## config.mk

```make
export PLATFORM = sky130hd
export DESIGN_NAME = led_panel_ctrl
export DESIGN_NICKNAME = d
export VERILOG_FILES = /design/src/rtl/led_panel_pkg.sv /design/src/rtl/led_tick_gen.sv /design/src/rtl/led_panel_ctrl.sv
export SDC_FILE = /design/constraint.sdc
export NUM_CORES = 1
export LEC_CHECK = 0
export ABC_AREA = 0
export CORE_AREA = 2 2 72 74
export DETAILED_ROUTE_END_ITERATION = 8
export DIE_AREA = 0 0 74 76
export GPL_TIMING_DRIVEN = 0
export PLACE_DENSITY = 0.82
export REMOVE_ABC_BUFFERS = 1
export SLEW_MARGIN = 30
export SYNTH_ARGS = -nofsm -noshare
export SYNTH_HDL_FRONTEND = slang
export SYNTH_SLANG_ARGS = --single-unit
```

## constraint.sdc

```tcl
create_clock -name clk -period 2.5 [get_ports clk]
set_input_delay 0.25 -clock clk [delete_from_list [all_inputs] [get_ports clk]]
set_output_delay 0.25 -clock clk [all_outputs]
set_load 0.01 [all_outputs]
```

## src/rtl/led_panel_pkg.sv

```systemverilog
// Shared types and constants for the front-panel LED controller.
package led_panel_pkg;

  typedef enum logic [2:0] {
    LAMP,
    ERROR,
    NOT_READY,
    WARN,
    BUSY,
    READY
  } state_t;

  typedef enum logic [1:0] {
    IDLE,
    FLICK,
    HOLD
  } flick_t;

  localparam logic [3:0] TTS_READY = 4'b1000;
  localparam logic [3:0] TTS_WARN  = 4'b0001;
  localparam logic [3:0] TTS_BUSY  = 4'b0100;
  localparam logic [3:0] TTS_OOS   = 4'b0010;
  localparam logic [3:0] TTS_ERROR = 4'b1100;

  // Bits needed to hold 0..max_val, never less than one.
  function automatic int cnt_width(input int max_val);
    return (max_val < 1) ? 1 : $clog2(max_val + 1);
  endfunction

endpackage

```

## src/rtl/led_tick_gen.sv

```systemverilog
// Free-running timing tick: one-cycle pulse every TICK_DIV clocks, counter restarts at reset.
module led_tick_gen #(
  parameter int TICK_DIV = 125000
) (
  input  logic clk,
  input  logic rst,
  output logic tick
);
  import led_panel_pkg::*;

  localparam int W = cnt_width(TICK_DIV - 1);
  localparam logic [W-1:0] LAST = W'(TICK_DIV - 1);
  localparam logic [W-1:0] ONE  = W'(1);

  logic [W-1:0] cnt;

  always_ff @(posedge clk) begin
    if (rst) begin
      cnt <= '0;
    end else if (cnt == LAST) begin
      cnt <= '0;
    end else begin
      cnt <= cnt + ONE;
    end
  end

  assign tick = (cnt == LAST);

endmodule

```

## src/rtl/led_panel_ctrl.sv

```systemverilog
// Front-panel red/green LED controller; input -> LED latency is three edges (input, state, output regs).
// Define LED_LAMP_TEST_EN to hold both LEDs on for LAMP_TICKS ticks after reset.
module led_panel_ctrl #(
  parameter int TICK_DIV      = 125000,
  parameter int BLINK_TICKS   = 250,
  parameter int STRETCH_TICKS = 50,
  parameter int LAMP_TICKS    = 1000
) (
  input  logic       clk,
  input  logic       rst,
  input  logic       ttc_ready,
  input  logic [3:0] tts_state,
  input  logic       err_req,
  input  logic       err_clear,
  input  logic       trig_pulse,
  output logic       red_led,
  output logic       green_led
);
  import led_panel_pkg::*;

  localparam int BW      = cnt_width(BLINK_TICKS - 1);
  localparam int SEQ_MAX = ((LAMP_TICKS > STRETCH_TICKS) ? LAMP_TICKS : STRETCH_TICKS) - 1;
  localparam int SW      = cnt_width(SEQ_MAX);

  localparam logic [BW-1:0] BLINK_LAST   = BW'(BLINK_TICKS - 1);
  localparam logic [BW-1:0] BLINK_ONE    = BW'(1);
  localparam logic [SW-1:0] STRETCH_LAST = SW'(STRETCH_TICKS - 1);
  localparam logic [SW-1:0] SEQ_ONE      = SW'(1);
`ifdef LED_LAMP_TEST_EN
  localparam logic [SW-1:0] LAMP_LAST    = SW'(LAMP_TICKS - 1);
  localparam state_t        RST_STATE    = LAMP;
`else
  localparam state_t        RST_STATE    = NOT_READY;
`endif

  logic          tick;
  logic          ttc_q;
  logic [3:0]    tts_q;
  logic          err_req_q;
  logic          err_clr_q;
  logic          trig_q;
  logic          err_latch;
  logic          err_set;
  logic          err_next;
  state_t        state;
  state_t        prio_state;
  state_t        state_next;
  logic [BW-1:0] blink_cnt;
  logic          phase;
  flick_t        flick;
  logic [SW-1:0] seq_cnt;

  led_tick_gen #(.TICK_DIV(TICK_DIV)) u_tick (
    .clk  (clk),
    .rst  (rst),
    .tick (tick)
  );

  always_ff @(posedge clk) begin
    if (rst) begin
      ttc_q     <= 1'b0;
      tts_q     <= 4'b0000;
      err_req_q <= 1'b0;
      err_clr_q <= 1'b0;
      trig_q    <= 1'b0;
    end else begin
      ttc_q     <= ttc_ready;
      tts_q     <= tts_state;
      err_req_q <= err_req;
      err_clr_q <= err_clear;
      trig_q    <= trig_pulse;
    end
  end

  // State selection looks at the latch's next value so an error shows on the same edge it is latched.
  assign err_set  = err_req_q | (tts_q == TTS_OOS) | (tts_q == TTS_ERROR);
  assign err_next = err_set | (err_latch & ~err_clr_q);

  always_comb begin
    prio_state = BUSY;
    if (err_next) begin
      prio_state = ERROR;
    end else if (!ttc_q) begin
      prio_state = NOT_READY;
    end else begin
      case (tts_q)
        TTS_WARN:  prio_state = WARN;
        TTS_READY: prio_state = READY;
        default:   prio_state = BUSY;
      endcase
    end
  end

  always_comb begin
    state_next = prio_state;
`ifdef LED_LAMP_TEST_EN
    if (state == LAMP && !(tick && seq_cnt == LAMP_LAST)) begin
      state_next = LAMP;
    end
`endif
  end

  always_ff @(posedge clk) begin
    if (rst) begin
      state     <= RST_STATE;
      err_latch <= 1'b0;
      blink_cnt <= '0;
      phase     <= 1'b0;
    end else begin
      state     <= state_next;
      err_latch <= err_next;
      if (state_next != state) begin
        blink_cnt <= '0;
        phase     <= 1'b0;
      end else if (tick) begin
        if (blink_cnt == BLINK_LAST) begin
          blink_cnt <= '0;
          phase     <= ~phase;
        end else begin
          blink_cnt <= blink_cnt + BLINK_ONE;
        end
      end
    end
  end

  // seq_cnt times the flicker sub-phases in READY and the lamp test in LAMP.
  always_ff @(posedge clk) begin
    if (rst) begin
      flick   <= IDLE;
      seq_cnt <= '0;
    end else if (state_next != state) begin
      flick   <= IDLE;
      seq_cnt <= '0;
    end else begin
      case (flick)
        IDLE: begin
          if (state == READY && trig_q) begin
            flick   <= FLICK;
            seq_cnt <= '0;
          end
        end
        FLICK: begin
          if (tick) begin
            if (seq_cnt == STRETCH_LAST) begin
              flick   <= HOLD;
              seq_cnt <= '0;
            end else begin
              seq_cnt <= seq_cnt + SEQ_ONE;
            end
          end
        end
        HOLD: begin
          if (tick) begin
            if (seq_cnt == STRETCH_LAST) begin
              flick   <= IDLE;
              seq_cnt <= '0;
            end else begin
              seq_cnt <= seq_cnt + SEQ_ONE;
            end
          end
        end
        default: flick <= IDLE;
      endcase
`ifdef LED_LAMP_TEST_EN
      if (state == LAMP && tick) begin
        seq_cnt <= seq_cnt + SEQ_ONE;
      end
`endif
    end
  end

  always_ff @(posedge clk) begin
    if (rst) begin
      red_led   <= 1'b1;
      green_led <= 1'b1;
    end else begin
      case (state)
        LAMP: begin
          red_led   <= 1'b0;
          green_led <= 1'b0;
        end
        ERROR: begin
          red_led   <= phase;
          green_led <= 1'b1;
        end
        NOT_READY: begin
          red_led   <= 1'b0;
          green_led <= 1'b1;
        end
        WARN: begin
          red_led   <= ~phase;
          green_led <= phase;
        end
        BUSY: begin
          red_led   <= 1'b1;
          green_led <= phase;
        end
        READY: begin
          red_led   <= 1'b1;
          green_led <= (flick == FLICK);
        end
        default: begin
          red_led   <= 1'b1;
          green_led <= 1'b1;
        end
      endcase
    end
  end

endmodule

```

---- After elaboration in Yosys (flattened, before gate mapping) ----
Index checks and enable logic that the tools add are counted.
storage, ports and cells
  register bits after elaboration ......... 52
  input bits .............................. 10
  output and inout bits ................... 2
  word-level logic and storage cells ...... 72
cells by class
  $add $sub $neg .......................... 3
  equal/unequal tests ..................... 21
  multiplexer cells ....................... 16
  bitwise operators ....................... 6
  reduce and logical (&&, ||, !) cells .... 12
operators by type and width
  operator                                         number
  two-way mux 10 bit                               3
  one-hot mux 10 bit (2 select lines)              1
  adder 17 x 1 -> 17 bit (second input constant)   1
  == test 17 bit (second input constant)           1
  adder 10 x 1 -> 10 bit (second input constant)   1
  == test 10 x 6 -> 1 bit (second input constant)  1
  two-way mux 2 bit                                5
  inequality test 2 bit (second input constant)    5
  OR reduction 2 bit                               5
  adder 8 x 1 -> 8 bit (second input constant)     1
  == test 4 bit (second input constant)            2
  == test 8 bit (second input constant)            1
  two-way mux 8 bit                                1
  == test 3 x 2 -> 1 bit (second input constant)   2
  == test 3 bit (second input constant)            2
  two-way mux 3 bit                                2
  one-hot mux 1 bit (3 select lines)               2
  one-hot mux 2 bit (3 select lines)               1
  one-hot mux 3 bit (2 select lines)               1
  AND reduction 5 bit                              1
  == test 4 x 1 -> 1 bit (second input constant)   1
  == test 4 x 2 -> 1 bit (second input constant)   1
  == test 3 x 1 -> 1 bit (second input constant)   1
  logical NOT 3 bit                                1
  12 further kinds                                 15

---- Logic depth before layout (Yosys ltp) ----
Gate-level depths: netlist of run 1.
  word-level depth ........................ 7
  depth in mapped cells ................... 7
  gate-level depth less buffers ........... 7

---- Cells and area by module ----
A second synthesis of run 1 with hierarchy kept.
second synthesis, totals
  cell total of the unflattened synthesis .. 283
  area total of the unflattened synthesis .. 2539.9 µm²
modules (own cells, without submodules)
  module          times used  cells an instance  area an instance (µm²)  sequential area each (µm²)
  led_panel_ctrl  1           193                1739.2                  700.7
  led_tick_gen    1           90                 800.8                   340.3

---- Worst setup path after synthesis of run 1 ----
Ideal clock, no wire load.
  path type ............................... register to register
  start point ............................. register seq_cnt[0]
  end point ............................... register seq_cnt[5]
  library setup time ...................... 144 ps
  arrival time ............................ 2032 ps
  data required time ...................... 2356 ps
  slack ................................... 324 ps
  cell stages (with the launch flop) ...... 7
  buffers on the path ..................... 0
  period minus slack after synthesis ...... 2176 ps
  cells stage by stage .................... dfxtp_1 > ha_1 > or4b_2 > o31ai_1 > nor3_2 > a41oi_1 > a311oi_1
between the ends
  word-level cells in the longest chain between the ends .. 4
  elaborated cells on any way between the ends .. 5
  classes of those cells .................. add/sub (1); eq/ne (1); mux (3)
RTL lines
  element                                                            line                                          source
  start: declaration                                                 led_panel_ctrl.sv:51                          logic [SW-1:0] seq_cnt;
  start signal: assignment                                           led_panel_ctrl.sv:148                         seq_cnt <= seq_cnt + SEQ_ONE;
  start signal: assignment                                           led_panel_ctrl.sv:158                         seq_cnt <= seq_cnt + SEQ_ONE;
  adder 10 x 1 -> 10 bit or == test 10 x 6 -> 1 bit (tied branches)  n/a
  two-way mux 10 bit (*)                                             led_panel_ctrl.sv:144, led_panel_ctrl.sv:154
  two-way mux 10 bit (*)                                             led_panel_ctrl.sv:143                         if (tick) begin
  one-hot mux 10 bit (2 select lines) (*)                            led_panel_ctrl.sv:135                         case (flick)
Every way passes the cells marked *; elsewhere a longest branch is shown, timed or not. The select of a mux whose other input is x is not followed.
A chain may end at the register's enable or synchronous reset.

---- Worst setup path in the final report of run 1 ----
Same ends and word-level chain as after synthesis.

==> results of run 1 <==
==> cell type report <==
type	count	area, um2	share of cell area (%)
inverters	6	22.5	0.796
flip-flops and latches	52	1040	36.8
repair buffers	12	121	4.29
clock buffers	8	90.1	3.18
multi-input cells	227	1470	51.9
well taps	70	87.6	3.09
==> sequential cells by signal, indices dropped and copies added (netlist names) <==
signal	flops
green_led	1
red_led	1
u_tick.cnt	17
ttc_q	1
err_latch	1
trig_q	1
err_req_q	1
tts_q	4
flick	2
seq_cnt	10
state	3
blink_cnt	8
phase	1
err_clr_q	1
==> kinds of logic after synthesis <==
group	count (synthesis)	synth area share (%)
AOI/OAI and AO/OA	54	13.5
DFF	52	40.9
buffers and inverters	12	2.21
xor gates and xnor gates	17	5.85
and+or+nand+nor	144	31.9
muxes	3	1.28
adders and majority gates	9	4.42
==> placed cells by master, fill, tap and decap left out, types with 3 or more instances in the layout <==
cell type and instances:
sky130_fd_sc_hd__dfxtp_1 52, sky130_fd_sc_hd__nor2_1 43, sky130_fd_sc_hd__nand2_1 22, sky130_fd_sc_hd__a21oi_1 18, sky130_fd_sc_hd__nor2b_1 11, sky130_fd_sc_hd__clkdlybuf4s50_1 11
sky130_fd_sc_hd__o21ai_0 10, sky130_fd_sc_hd__nor3_1 9, sky130_fd_sc_hd__nand4_1 9, sky130_fd_sc_hd__xor2_1 9, sky130_fd_sc_hd__ha_1 9, sky130_fd_sc_hd__xnor2_1 8
sky130_fd_sc_hd__nand3_1 7, sky130_fd_sc_hd__inv_1 6, sky130_fd_sc_hd__a31oi_1 6, sky130_fd_sc_hd__clkbuf_8 6, sky130_fd_sc_hd__nand3b_1 5, sky130_fd_sc_hd__nor4_1 4
sky130_fd_sc_hd__or3_1 4, sky130_fd_sc_hd__and3_1 4, sky130_fd_sc_hd__o22ai_1 3, sky130_fd_sc_hd__and3_2 3, sky130_fd_sc_hd__a211oi_1 3, sky130_fd_sc_hd__a311oi_1 3
==> where the power goes <==
group	internal, uW	switching, uW	leakage, uW	total, uW
clock	226	265	0.0000455	491
sequential	847	17.5	0.000423	865
combinational	50.4	46.1	0.000465	96.5
==> worst max-delay path, cell delays in order (launching register included) <==
cell and delay, ns:
sky130_fd_sc_hd__dfxtp_1 0.43, sky130_fd_sc_hd__ha_1 0.19, sky130_fd_sc_hd__or4b_2 0.64, sky130_fd_sc_hd__o31ai_2 0.44, sky130_fd_sc_hd__nor3_2 0.17, sky130_fd_sc_hd__a41oi_1 0.24
sky130_fd_sc_hd__a311oi_1 0.07
==> metrics by stage <==
stage               TNS, ns  hold WS [ns]  total power, uW  instance area [um2]
finish                    0         0.451             1450                 2830
global route              0         0.490             1510                 2830
CTS                       0         0.454             1460                 2820
detailed placement        0         0.441              980                 2730
global placement      -8.13         0.427              970                 2710
floorplan                 0         0.322              934                 2510
==> layer usage <==
metal	routed length (um)	share of wire [%]	GRT usage, %	vias up
met5	0	0	0	-
met2	2350	48	30.5	35
li1	-	-	-	1083
met4	70	1.4	5.82	0
met1	2290	47	23.6	999
met3	142	2.9	4.37	10
==> final timing paths <==
| path | from | cells after the start | slack, ns | end |
|---|---|---|---|---|
| setup / recovery | seq_cnt[0]$_SDFFE_PP0P_ | 6 | 0.18 | seq_cnt[5]$_SDFFE_PP0P_ |
| hold / removal | u_tick.cnt[0]$_SDFF_PP0_ | 1 | 0.45 | u_tick.cnt[0]$_SDFF_PP0_ |
| setup reg to reg | seq_cnt[0]$_SDFFE_PP0P_ | 6 | 0.18 | seq_cnt[5]$_SDFFE_PP0P_ |
| hold reg to reg | u_tick.cnt[0]$_SDFF_PP0_ | 1 | 0.45 | u_tick.cnt[0]$_SDFF_PP0_ |
==> synthesized netlist by cell type (3+ instances only) <==
cell type	number	area (um2)
sky130_fd_sc_hd__a211oi_1	3	22.5
sky130_fd_sc_hd__a21oi_1	18	90.1
sky130_fd_sc_hd__a311oi_1	3	26.3
sky130_fd_sc_hd__a31oi_1	6	37.5
sky130_fd_sc_hd__and3_1	4	25.0
sky130_fd_sc_hd__and3_2	3	22.5
sky130_fd_sc_hd__buf_2	3	15.0
sky130_fd_sc_hd__dfxtp_1	52	1040
sky130_fd_sc_hd__ha_1	9	113
sky130_fd_sc_hd__inv_1	6	22.5
sky130_fd_sc_hd__nand2_1	22	82.6
sky130_fd_sc_hd__nand3_1	7	35.0
sky130_fd_sc_hd__nand3b_1	5	37.5
sky130_fd_sc_hd__nand4_1	9	56.3
sky130_fd_sc_hd__nor2_1	43	161
sky130_fd_sc_hd__nor2b_1	11	68.8
sky130_fd_sc_hd__nor3_1	9	45.0
sky130_fd_sc_hd__nor4_1	4	25.0
sky130_fd_sc_hd__o21ai_0	10	50.1
sky130_fd_sc_hd__o22ai_1	3	18.8
sky130_fd_sc_hd__or3_1	4	25.0
sky130_fd_sc_hd__xnor2_1	8	70.1
sky130_fd_sc_hd__xor2_1	9	78.8
==> repair_timing <==
item,in CTS,in global routing
endpoints found under the setup margin,1,1
resized for setup,1,1
hold buffers,0,0
pin swaps,0,0
==> Flow_metrics.wiki, run 1 <==
{| class="wikitable"
! Metric !! Value
|-
| Leakage component of the power || approximately 0.00093 uW
|-
| Max-cap violations || 0
|-
| Maximum vdd drop || ~0.47 mV
|-
| Initial DRT Pass Iterations || 4
|-
| Inserted Clock Buffers || 5
|-
| Core occupancy in the finished layout || between 50 and 60%
|-
| Period utilisation layout || just over 90%
|-
| Min setup slack post-route || approximately 0.18 ns
|-
| Routability cong. || between 0.8 and 0.9
|-
| Total via count after detailed routing || 2127
|-
| Type of the setup path with the least slack || reg2reg
|-
| Drt first-iter violations || just under 100
|-
| Distinct cells, synth || 52
|-
| Starting Density || roughly half
|-
| Clock-pin slew on the worst setup and hold paths || 0.09 ns
|-
| Minimum setup slack after placement || between 0.006 and 0.007 ns
|-
| Growth of design area from synthesis to finish || 11.1%
|-
| CTS tree || done
|-
| Total overflow reported by the global router || 0
|-
| Yosys reg bits || 52
|-
| Antenna cell count || 0
|-
| I/O Pins || 12
|-
| Max-slew headroom || between 40% and 50%
|-
| Arrival time at the worst endpoint || 2.48 ns
|-
| Mapped Cells || ~290
|-
| Antenna violations before repair || 0
|-
| Setup repair after global routing missed its margin || false
|-
| Post-route ant nets || 0
|-
| Class of the most critical hold timing path || reg2reg
|-
| Most common flop cell mapped by yosys || sky130_fd_sc_hd__dfxtp_1
|-
| Share of cells above drive strength 1 || roughly 8.5%
|-
| Slew at the pin closest to its max-slew limit || ~0.81 ns
|-
| CTS Root Buffer Type || sky130_fd_sc_hd__clkbuf_8
|-
| Final WL || 4860 um
|-
| Placement Rows || 26
|-
| Cell Pwr Density || ~510 nW/um2
|-
| Final setup vio count || 0
|-
| Die H || about 76 um
|-
| First-pass GRT wire length || 8470 um
|-
| Post-CTS repair timing setup buffer count || 0
|-
| Fraction of the yosys area taken by sequential cells || between 40% and 50%
|-
| Largest fanout on the critical path || 9
|-
| Fillers || about 440
|-
| Port-buffer cells || 11
|-
| Proportion of synthesized flip-flops having asynchronous set or reset || 0%
|-
| Pin count of the biggest net entering global routing || 16
|-
| Final net count || between 300 and 400
|-
| Maximum clock frequency || roughly 0.43 GHz
|-
| Netlist Area Pre-Place || between 2000 and 3000 um2
|-
| Synth Warn # || 0
|-
| Type of element launching the critical path || flop
|-
| Max-slew violation count || 0
|-
| Source-to-sink clock delay at the later pin of the worst-skew pair || about 0.3 ns
|-
| Kind of end point of the critical path || flop
|-
| Half-perimeter wire length after detailed placement || ~3500 um
|-
| Run status || finished clean
|-
| Overall die width || around 74 um
|-
| Total routing usage reported by global routing || between 10% and 20%
|-
| Remaining design rule violation count || 0
|-
| Number of enable flip-flop cells after synthesis || 0
|-
| Final-report hold violation count || 0
|-
| CTS H-Tree Depth || 2
|-
| Non-filler instance count after layout || 375
|-
| Required time reported for the critical path endpoint || 2.67 ns
|-
| Number of sinks on the clock net || between 50 and 60
|-
| Number of instances in the placed design || 367
|-
| Avg Vias per Cell || between 5 and 6
|-
| Floorplan die area || approximately 5600 um2
|-
| Mean instance size in the synthesized netlist || ~8.8 um2
|-
| Maximum clock insertion buffer count || 2
|-
| Number of global-route vias before repair || 2024
|-
| Mean routed wirelength per cell || 13.0 um
|-
| Std-Cell Core Area || about 4900 um2
|-
| Time the worst path needs with I/O delays and setup || between 2 and 2.5 ns
|-
| Setup skew after layout || 0.00972 ns
|}
Note: power is estimated with default switching activity, not from simulation.
==> inputs of run 2 (changes only) <==
CAP_MARGIN = 20   (was default)
CORE_AREA = 2 2 83 85   (was 2 2 72 74)
DIE_AREA = 0 0 85 87   (was 0 0 74 76)
PLACE_DENSITY = 0.67   (was 0.82)
==> run 2 against run 1 <==
First-iteration DRC count down 16%. Design area is 3.4% higher. Hold slack gained 0.011 ns. Die area is 31% higher.
==> Flow_metrics.wiki, run 2 (same netlist as run 1, synthesis figures left out) <==
{| class="wikitable"
! Metric !! Value
|-
| Run status || finished clean (unchanged)
|-
| CTS H-Tree Depth || 2 (unchanged)
|-
| Flip-flop count of the largest register, all copies and words added || 17 (unchanged)
|-
| Number of global-route vias before repair || 2000 (was 2024)
|-
| Standard cell with the maximum stage delay on the critical path || sky130_fd_sc_hd__or4b_2 (unchanged)
|-
| Final setup vio count || 0 (unchanged)
|-
| Total overflow reported by the global router || 0 (unchanged)
|-
| Required time reported for the critical path endpoint || 2.67 ns (about the same)
|-
| Maximum clock insertion buffer count || 2 (unchanged)
|-
| Antenna cell count || 0 (unchanged)
|-
| Starting Density || 38.8% (was 51.9%)
|-
| Final WL || 4890 um (was 4860 um)
|-
| Worst Path Buf+Inv || 0 (unchanged)
|-
| Total via count after detailed routing || 2125 (was 2127)
|-
| Combinational group share of total power || 5.5% (was 6.6%)
|-
| Largest fanout on the critical path || 9 (unchanged)
|-
| Final-report hold violation count || 0 (unchanged)
|-
| Arrival time at the worst endpoint || 2.41 ns (was 2.48 ns)
|-
| Biggest register || u_tick.cnt (unchanged)
|-
| Final Cell Area || 2930 um2 (was 2830 um2)
|-
| Fillers || 623 (was 437)
|-
| Avg Vias per Cell || 5.53 (was 5.67)
|-
| Min setup slack post-route || 0.260 ns (was 0.183 ns)
|-
| Routability cong. || 0.794 (was 0.840)
|-
| Std-Cell Core Area || 6570 um2 (was 4910 um2)
|-
| Area of combinational cells with multiple inputs || 1490 um2 (was 1470 um2)
|-
| Class of the most critical hold timing path || reg2reg (unchanged)
|-
| Time the worst path needs with I/O delays and setup || 2.24 ns (was 2.32 ns)
|-
| Overall die width || 85 um (was 74 um)
|-
| Max-slew headroom || 45.2% (was 45.5%)
|-
| Cell breakdown of the critical path || ha_1 -> or4b_2 -> o31ai_4 -> nor3_4 -> a41oi_1 -> a311oi_1 (was ha_1 -> or4b_2 -> o31ai_2 -> nor3_2 -> a41oi_1 -> a311oi_1)
|-
| Sequential share of power || 49.6% (was 59.5%)
|-
| Setup skew after layout || 0.00949 ns (was 0.00972 ns)
|-
| Slew at the pin closest to its max-slew limit || 0.816 ns (was 0.812 ns)
|-
| Switching share of total power || 19.9% (was 22.6%)
|-
| Most common cell after layout, fill and taps aside || sky130_fd_sc_hd__dfxtp_1 (unchanged)
|-
| CTS Root Buffer Type || sky130_fd_sc_hd__clkbuf_8 (unchanged)
|-
| Clock share of power || 45.0% (was 33.8%)
|-
| Registers with the most flip-flops || u_tick.cnt x17, seq_cnt x10, blink_cnt x8 (unchanged)
|-
| Die H || 87 um (was 76 um)
|-
| Setup repair after global routing missed its margin || false (unchanged)
|-
| Period utilisation layout || 89.6% (was 92.7%)
|-
| Pin count of the biggest net entering global routing || 22 (was 16)
|-
| Drt first-iter violations || 81 (was 97)
|-
| Placement Cell Area || 2740 um2 (was 2730 um2)
|-
| Maximum clock frequency || 0.446 GHz (was 0.432 GHz)
|-
| Area taken by flip-flops and latches || 1040 um2 (unchanged)
|-
| Mean routed wirelength per cell || 12.7 um (was 13.0 um)
|-
| Non-filler instance count after layout || 384 (was 375)
|-
| Growth of design area from synthesis to finish || 14.9% (was 11.1%)
|-
| Total routing usage reported by global routing || 14.1% (was 18.5%)
|-
| Kind of cell adding the most delay to the critical path || simple AND/OR/NAND/NOR gates (unchanged)
|-
| Minimum setup slack after placement || -0.147 ns (was 0.00633 ns)
|-
| Post-route ant nets || 0 (unchanged)
|-
| I/O Pins || 12 (unchanged)
|-
| First-pass GRT wire length || 8540 um (was 8470 um)
|-
| Max-cap violations || 0 (unchanged)
|-
| Post-CTS repair timing setup buffer count || 0 (unchanged)
|-
| Remaining design rule violation count || 0 (unchanged)
|-
| Type of element launching the critical path || flop (unchanged)
|-
| Kind of end point of the critical path || flop (unchanged)
|-
| Port-buffer cells || 11 (unchanged)
|-
| Leakage component of the power || 0.000982 uW (was 0.000934 uW)
|-
| Hold-fix buffer count after cts || 0 (unchanged)
|-
| Inserted Clock Buffers || 5 (unchanged)
|-
| Maximum vdd drop || 0.386 mV (was 0.472 mV)
|-
| CTS tree || done (unchanged)
|-
| Share of cells above drive strength 1 || 8.88% (was 8.52%)
|-
| Type of the setup path with the least slack || reg2reg (unchanged)
|-
| Initial DRT Pass Iterations || 4 (unchanged)
|-
| Final net count || 322 (was 323)
|-
| Clock-pin slew on the worst setup and hold paths || 0.10 ns (was 0.09 ns)
|-
| Number of sinks on the clock net || 52 (unchanged)
|-
| Post-cts resize count || 1 (unchanged)
|-
| Maximum cell stage delay along the critical path || 0.66 ns (was 0.64 ns)
|-
| Internal Pwr Total || 1400 uW (was 1120 uW)
|-
| Number of instances in the placed design || 376 (was 367)
|-
| Antenna violations before repair || 0 (unchanged)
|-
| Cell Pwr Density || 596 nW/um2 (was 513 nW/um2)
|-
| Half-perimeter wire length after detailed placement || 3450 um (was 3480 um)
|-
| Reported net switching power || 348 uW (was 328 uW)
|-
| Max-slew violation count || 0 (unchanged)
|-
| Top library cells by usage in the layout, fill and taps aside || sky130_fd_sc_hd__dfxtp_1, sky130_fd_sc_hd__nor2_1, sky130_fd_sc_hd__nand2_1 (unchanged)
|-
| Floorplan die area || 7400 um2 (was 5620 um2)
|-
| Placement Rows || 30 (was 26)
|-
| Source-to-sink clock delay at the later pin of the worst-skew pair || 0.31 ns (was 0.30 ns)
|}
-- run 2: cell type report --
| type | count | share of cell area (%) |
|---|---|---|
| clock buffer | 5 | 2.35 |
| timing repair buffer | 11 | 3.76 |
| clock inverter | 3 | 3.08 |
| sequential | 52 | 35.6 |
| tap | 80 | 3.42 |
| multi-input combinational | 227 | 51.0 |
| inverter | 6 | 0.770 |
-- run 2: power groups by stage --
| stage | logic (uW) | registers, uW | clock network [uW] |
|---|---|---|---|
| after floorplan | 53.3 | 881 | 0 |
| after global placement | 89.5 | 883 | 0 |
| after detailed placement | 95.5 | 884 | 0 |
| after CTS | 96.0 | 865 | 804 |
| after global routing | 106 | 868 | 841 |
| final | 95.4 | 865 | 784 |
-- run 2: routing by layer --
metal / GRT usage, % / vias to the layer above / part of all wire (%)
met5: 0 / - / 0
met4: 5.48 / 0 / 1.6
met3: 3.13 / 5 / 4.2
met2: 25.4 / 35 / 49
met1: 16.1 / 999 / 46
li1: - / 1086 / -
-- run 2: per-stage QoR --
stage          util, %  setup TNS [ns]  power [uW]  hold WS [ns]
2_1_floorplan        -               0         934         0.322
3_3_place_gp      41.5           -9.73         972         0.427
3_5_place_dp      41.7          -0.449         979         0.447
4_1_cts           44.2               0        1760         0.465
5_1_grt           44.6               0        1820         0.483
6_report          44.6               0        1740         0.462
-- run 2: worst paths after layout --
check,end,from,slack [ns],cells past startpoint
worst min register to register,u_tick.cnt[0]$_SDFF_PP0_,u_tick.cnt[0]$_SDFF_PP0_,0.46,1
worst max register to register,seq_cnt[5]$_SDFFE_PP0P_,seq_cnt[0]$_SDFFE_PP0P_,0.26,6
worst max-delay path,seq_cnt[5]$_SDFFE_PP0P_,seq_cnt[0]$_SDFFE_PP0P_,0.26,6
worst min-delay path,u_tick.cnt[0]$_SDFF_PP0_,u_tick.cnt[0]$_SDFF_PP0_,0.46,1
==> inputs of run 3 (changes only) <==
CORE_AREA = 2 2 79 81   (was 2 2 83 85)
CTS_CLUSTER_SIZE = 25   (was default)
DIE_AREA = 0 0 81 83   (was 0 0 85 87)
PLACE_DENSITY = 0.72   (was 0.67)
RECOVER_POWER = 25   (was default)
==> run 3 against run 2 <==
Clock power fell by 36%. Highest routed layer unchanged. Largest cell class unchanged. Design area decreased by 2.7%. Global-route usage increased by 1.4 points. Die area is 9.1% lower.
==> Flow_metrics.wiki, run 3 (same netlist as run 1, synthesis figures left out) <==
{| class="wikitable"
! Metric !! Value
|-
| Largest fanout on the critical path || 10 (was 9)
|-
| Overall die width || 81 um (was 85 um)
|-
| Clock share of power || 34.4% (was 45.0%)
|-
| Final Cell Area || 2850 um2 (was 2930 um2)
|-
| Placement Rows || 28 (was 30)
|-
| CTS tree || done (unchanged)
|-
| CTS H-Tree Depth || 2 (unchanged)
|-
| Leakage component of the power || 0.000934 uW (was 0.000982 uW)
|-
| Maximum vdd drop || 0.410 mV (was 0.386 mV)
|-
| Time the worst path needs with I/O delays and setup || 2.32 ns (was 2.24 ns)
|-
| Pin count of the biggest net entering global routing || 19 (was 22)
|-
| Cell Pwr Density || 512 nW/um2 (was 596 nW/um2)
|-
| Setup repair after global routing missed its margin || false (unchanged)
|-
| Total overflow reported by the global router || 0 (unchanged)
|-
| R2R depth || 6 (unchanged)
|-
| Sum Neg Setup Slack || 0 ns (unchanged)
|-
| Source-to-sink clock delay at the later pin of the worst-skew pair || 0.31 ns (about the same)
|-
| Initial DRT Pass Iterations || 4 (unchanged)
|-
| Final net count || 323 (was 322)
|-
| Area taken by flip-flops and latches || 1040 um2 (unchanged)
|-
| Sequential share of power || 59.3% (was 49.6%)
|-
| Floorplan die area || 6720 um2 (was 7400 um2)
|-
| Growth of design area from synthesis to finish || 11.8% (was 14.9%)
|-
| Kind of end point of the critical path || flop (unchanged)
|-
| Max-cap violations || 0 (unchanged)
|-
| Maximum clock insertion buffer count || 2 (unchanged)
|-
| CTS Root Buffer Type || sky130_fd_sc_hd__clkbuf_8 (unchanged)
|-
| First-pass GRT wire length || 8620 um (was 8540 um)
|-
| Period utilisation layout || 92.8% (was 89.6%)
|-
| Post-route ant nets || 0 (unchanged)
|-
| Area of combinational cells with multiple inputs || 1480 um2 (was 1490 um2)
|-
| Internal Pwr Total || 1100 uW (was 1400 uW)
|-
| Avg Vias per Cell || 5.54 (was 5.53)
|-
| Placement Cell Area || 2730 um2 (was 2740 um2)
|-
| Fillers || 568 (was 623)
|-
| Maximum clock frequency || 0.431 GHz (was 0.446 GHz)
|-
| Minimum setup slack after placement || -0.0249 ns (was -0.147 ns)
|-
| Power, Total || 1460 uW (was 1740 uW)
|-
| Biggest register || u_tick.cnt (unchanged)
|-
| Max-slew headroom || 44.8% (was 45.2%)
|-
| Final WL || 4730 um (was 4890 um)
|-
| Most common cell after layout, fill and taps aside || sky130_fd_sc_hd__dfxtp_1 (unchanged)
|-
| Max-slew violation count || 0 (unchanged)
|-
| Slew at the pin closest to its max-slew limit || 0.821 ns (was 0.816 ns)
|-
| Flip-flop count of the largest register, all copies and words added || 17 (unchanged)
|-
| Die H || 83 um (was 87 um)
|-
| Hold slack final || 0.465 ns (was 0.462 ns)
|-
| Routability cong. || 0.811 (was 0.794)
|-
| Top library cells by usage in the layout, fill and taps aside || sky130_fd_sc_hd__dfxtp_1, sky130_fd_sc_hd__nor2_1, sky130_fd_sc_hd__nand2_1 (unchanged)
|-
| Share of cells above drive strength 1 || 9.18% (was 8.88%)
|-
| Inserted Clock Buffers || 5 (unchanged)
|-
| Antenna cell count || 0 (unchanged)
|-
| Starting Density || 43.8% (was 38.8%)
|-
| Antenna violations before repair || 0 (unchanged)
|-
| Arrival time at the worst endpoint || 2.56 ns (was 2.41 ns)
|-
| Mean routed wirelength per cell || 12.5 um (was 12.7 um)
|-
| Number of sinks on the clock net || 52 (unchanged)
|-
| Class of the most critical hold timing path || reg2reg (unchanged)
|-
| Combinational group share of total power || 6.4% (was 5.5%)
|-
| Run status || finished clean (unchanged)
|-
| Final setup vio count || 0 (unchanged)
|-
| Final-report hold violation count || 0 (unchanged)
|-
| Total via count after detailed routing || 2104 (was 2125)
|-
| Number of global-route vias before repair || 2041 (was 2000)
|-
| Cell depth of the worst hold path || 1 (unchanged)
|-
| Min setup slack post-route || 0.180 ns (was 0.260 ns)
|-
| Clock-pin slew on the worst setup and hold paths || 0.10 ns (about the same)
|-
| Half-perimeter wire length after detailed placement || 3430 um (was 3450 um)
|-
| Type of the setup path with the least slack || reg2reg (unchanged)
|-
| Switching share of total power || 24.4% (was 19.9%)
|-
| Remaining design rule violation count || 0 (unchanged)
|-
| I/O Pins || 12 (unchanged)
|-
| Drt first-iter violations || 127 (was 81)
|-
| Required time reported for the critical path endpoint || 2.74 ns (was 2.67 ns)
|-
| Registers with the most flip-flops || u_tick.cnt x17, seq_cnt x10, blink_cnt x8 (unchanged)
|-
| Type of element launching the critical path || flop (unchanged)
|-
| Std-Cell Core Area || 5820 um2 (was 6570 um2)
|-
| Total routing usage reported by global routing || 15.5% (was 14.1%)
|-
| Hold-fix buffer count after cts || 0 (unchanged)
|-
| Reported net switching power || 356 uW (was 348 uW)
|-
| Port-buffer cells || 11 (unchanged)
|-
| Setup skew after layout || 0.00766 ns (was 0.00949 ns)
|}
==> run 3: path summary, 6_finish.rpt <==
check                                start                       end  slack, ns
setup reg to reg     flick[1]$_SDFFE_PP0P_   seq_cnt[8]$_SDFFE_PP0P_       0.18
hold reg to reg   u_tick.cnt[0]$_SDFF_PP0_  u_tick.cnt[0]$_SDFF_PP0_       0.46
setup / recovery     flick[1]$_SDFFE_PP0P_   seq_cnt[8]$_SDFFE_PP0P_       0.18
hold / removal    u_tick.cnt[0]$_SDFF_PP0_  u_tick.cnt[0]$_SDFF_PP0_       0.46
==> run 3: power by group through the flow <==
stage / clock network [uW] / registers [uW] / logic, uW
finish: 501 / 864 / 92.7
global placement: 0 / 882 / 87.7
global route: 560 / 868 / 103
CTS: 522 / 864 / 93.6
floorplan: 0 / 881 / 53.3
detailed placement: 0 / 883 / 93.3
==> run 3: repair_timing <==
item,in CTS,in global routing
setup buffers,0,0
setup endpoints to repair,1,1
gates resized for setup,1,2
==> run 3: critical path, cell delays in order (launching register included) <==
cell,delay (ns)
sky130_fd_sc_hd__dfxtp_1,0.38
sky130_fd_sc_hd__inv_1,0.09
sky130_fd_sc_hd__ha_1,0.50
sky130_fd_sc_hd__o31ai_4,0.16
sky130_fd_sc_hd__nor3_2,0.49
sky130_fd_sc_hd__or3b_2,0.49
sky130_fd_sc_hd__a21oi_1,0.14
==> run 3: layer usage <==
metal	track usage, %	part of all wire [%]	vias up	routed length, um
met5	0	0	-	0
met4	5.55	1.3	0	63
li1	-	-	1082	-
met1	19.1	48	986	2270
met2	25.8	48	30	2260
met3	3.91	2.9	6	135
==> run 3: final cells by class <==
type	instances	share of cell area [%]
multi-input cells	227	51.8
clock buffers	5	2.42
well taps	75	3.30
inverters	6	0.791
clock inverters	3	0.967
flip-flops and latches	52	36.6
repair buffers	12	4.13
==> run 3: stage by stage <==
step                utilization, %  cells
floorplan                        -    285
global placement              46.7    371
detailed placement            47.0    372
CTS                           48.7    380
global route                  49.0    380
finish                        49.0    380
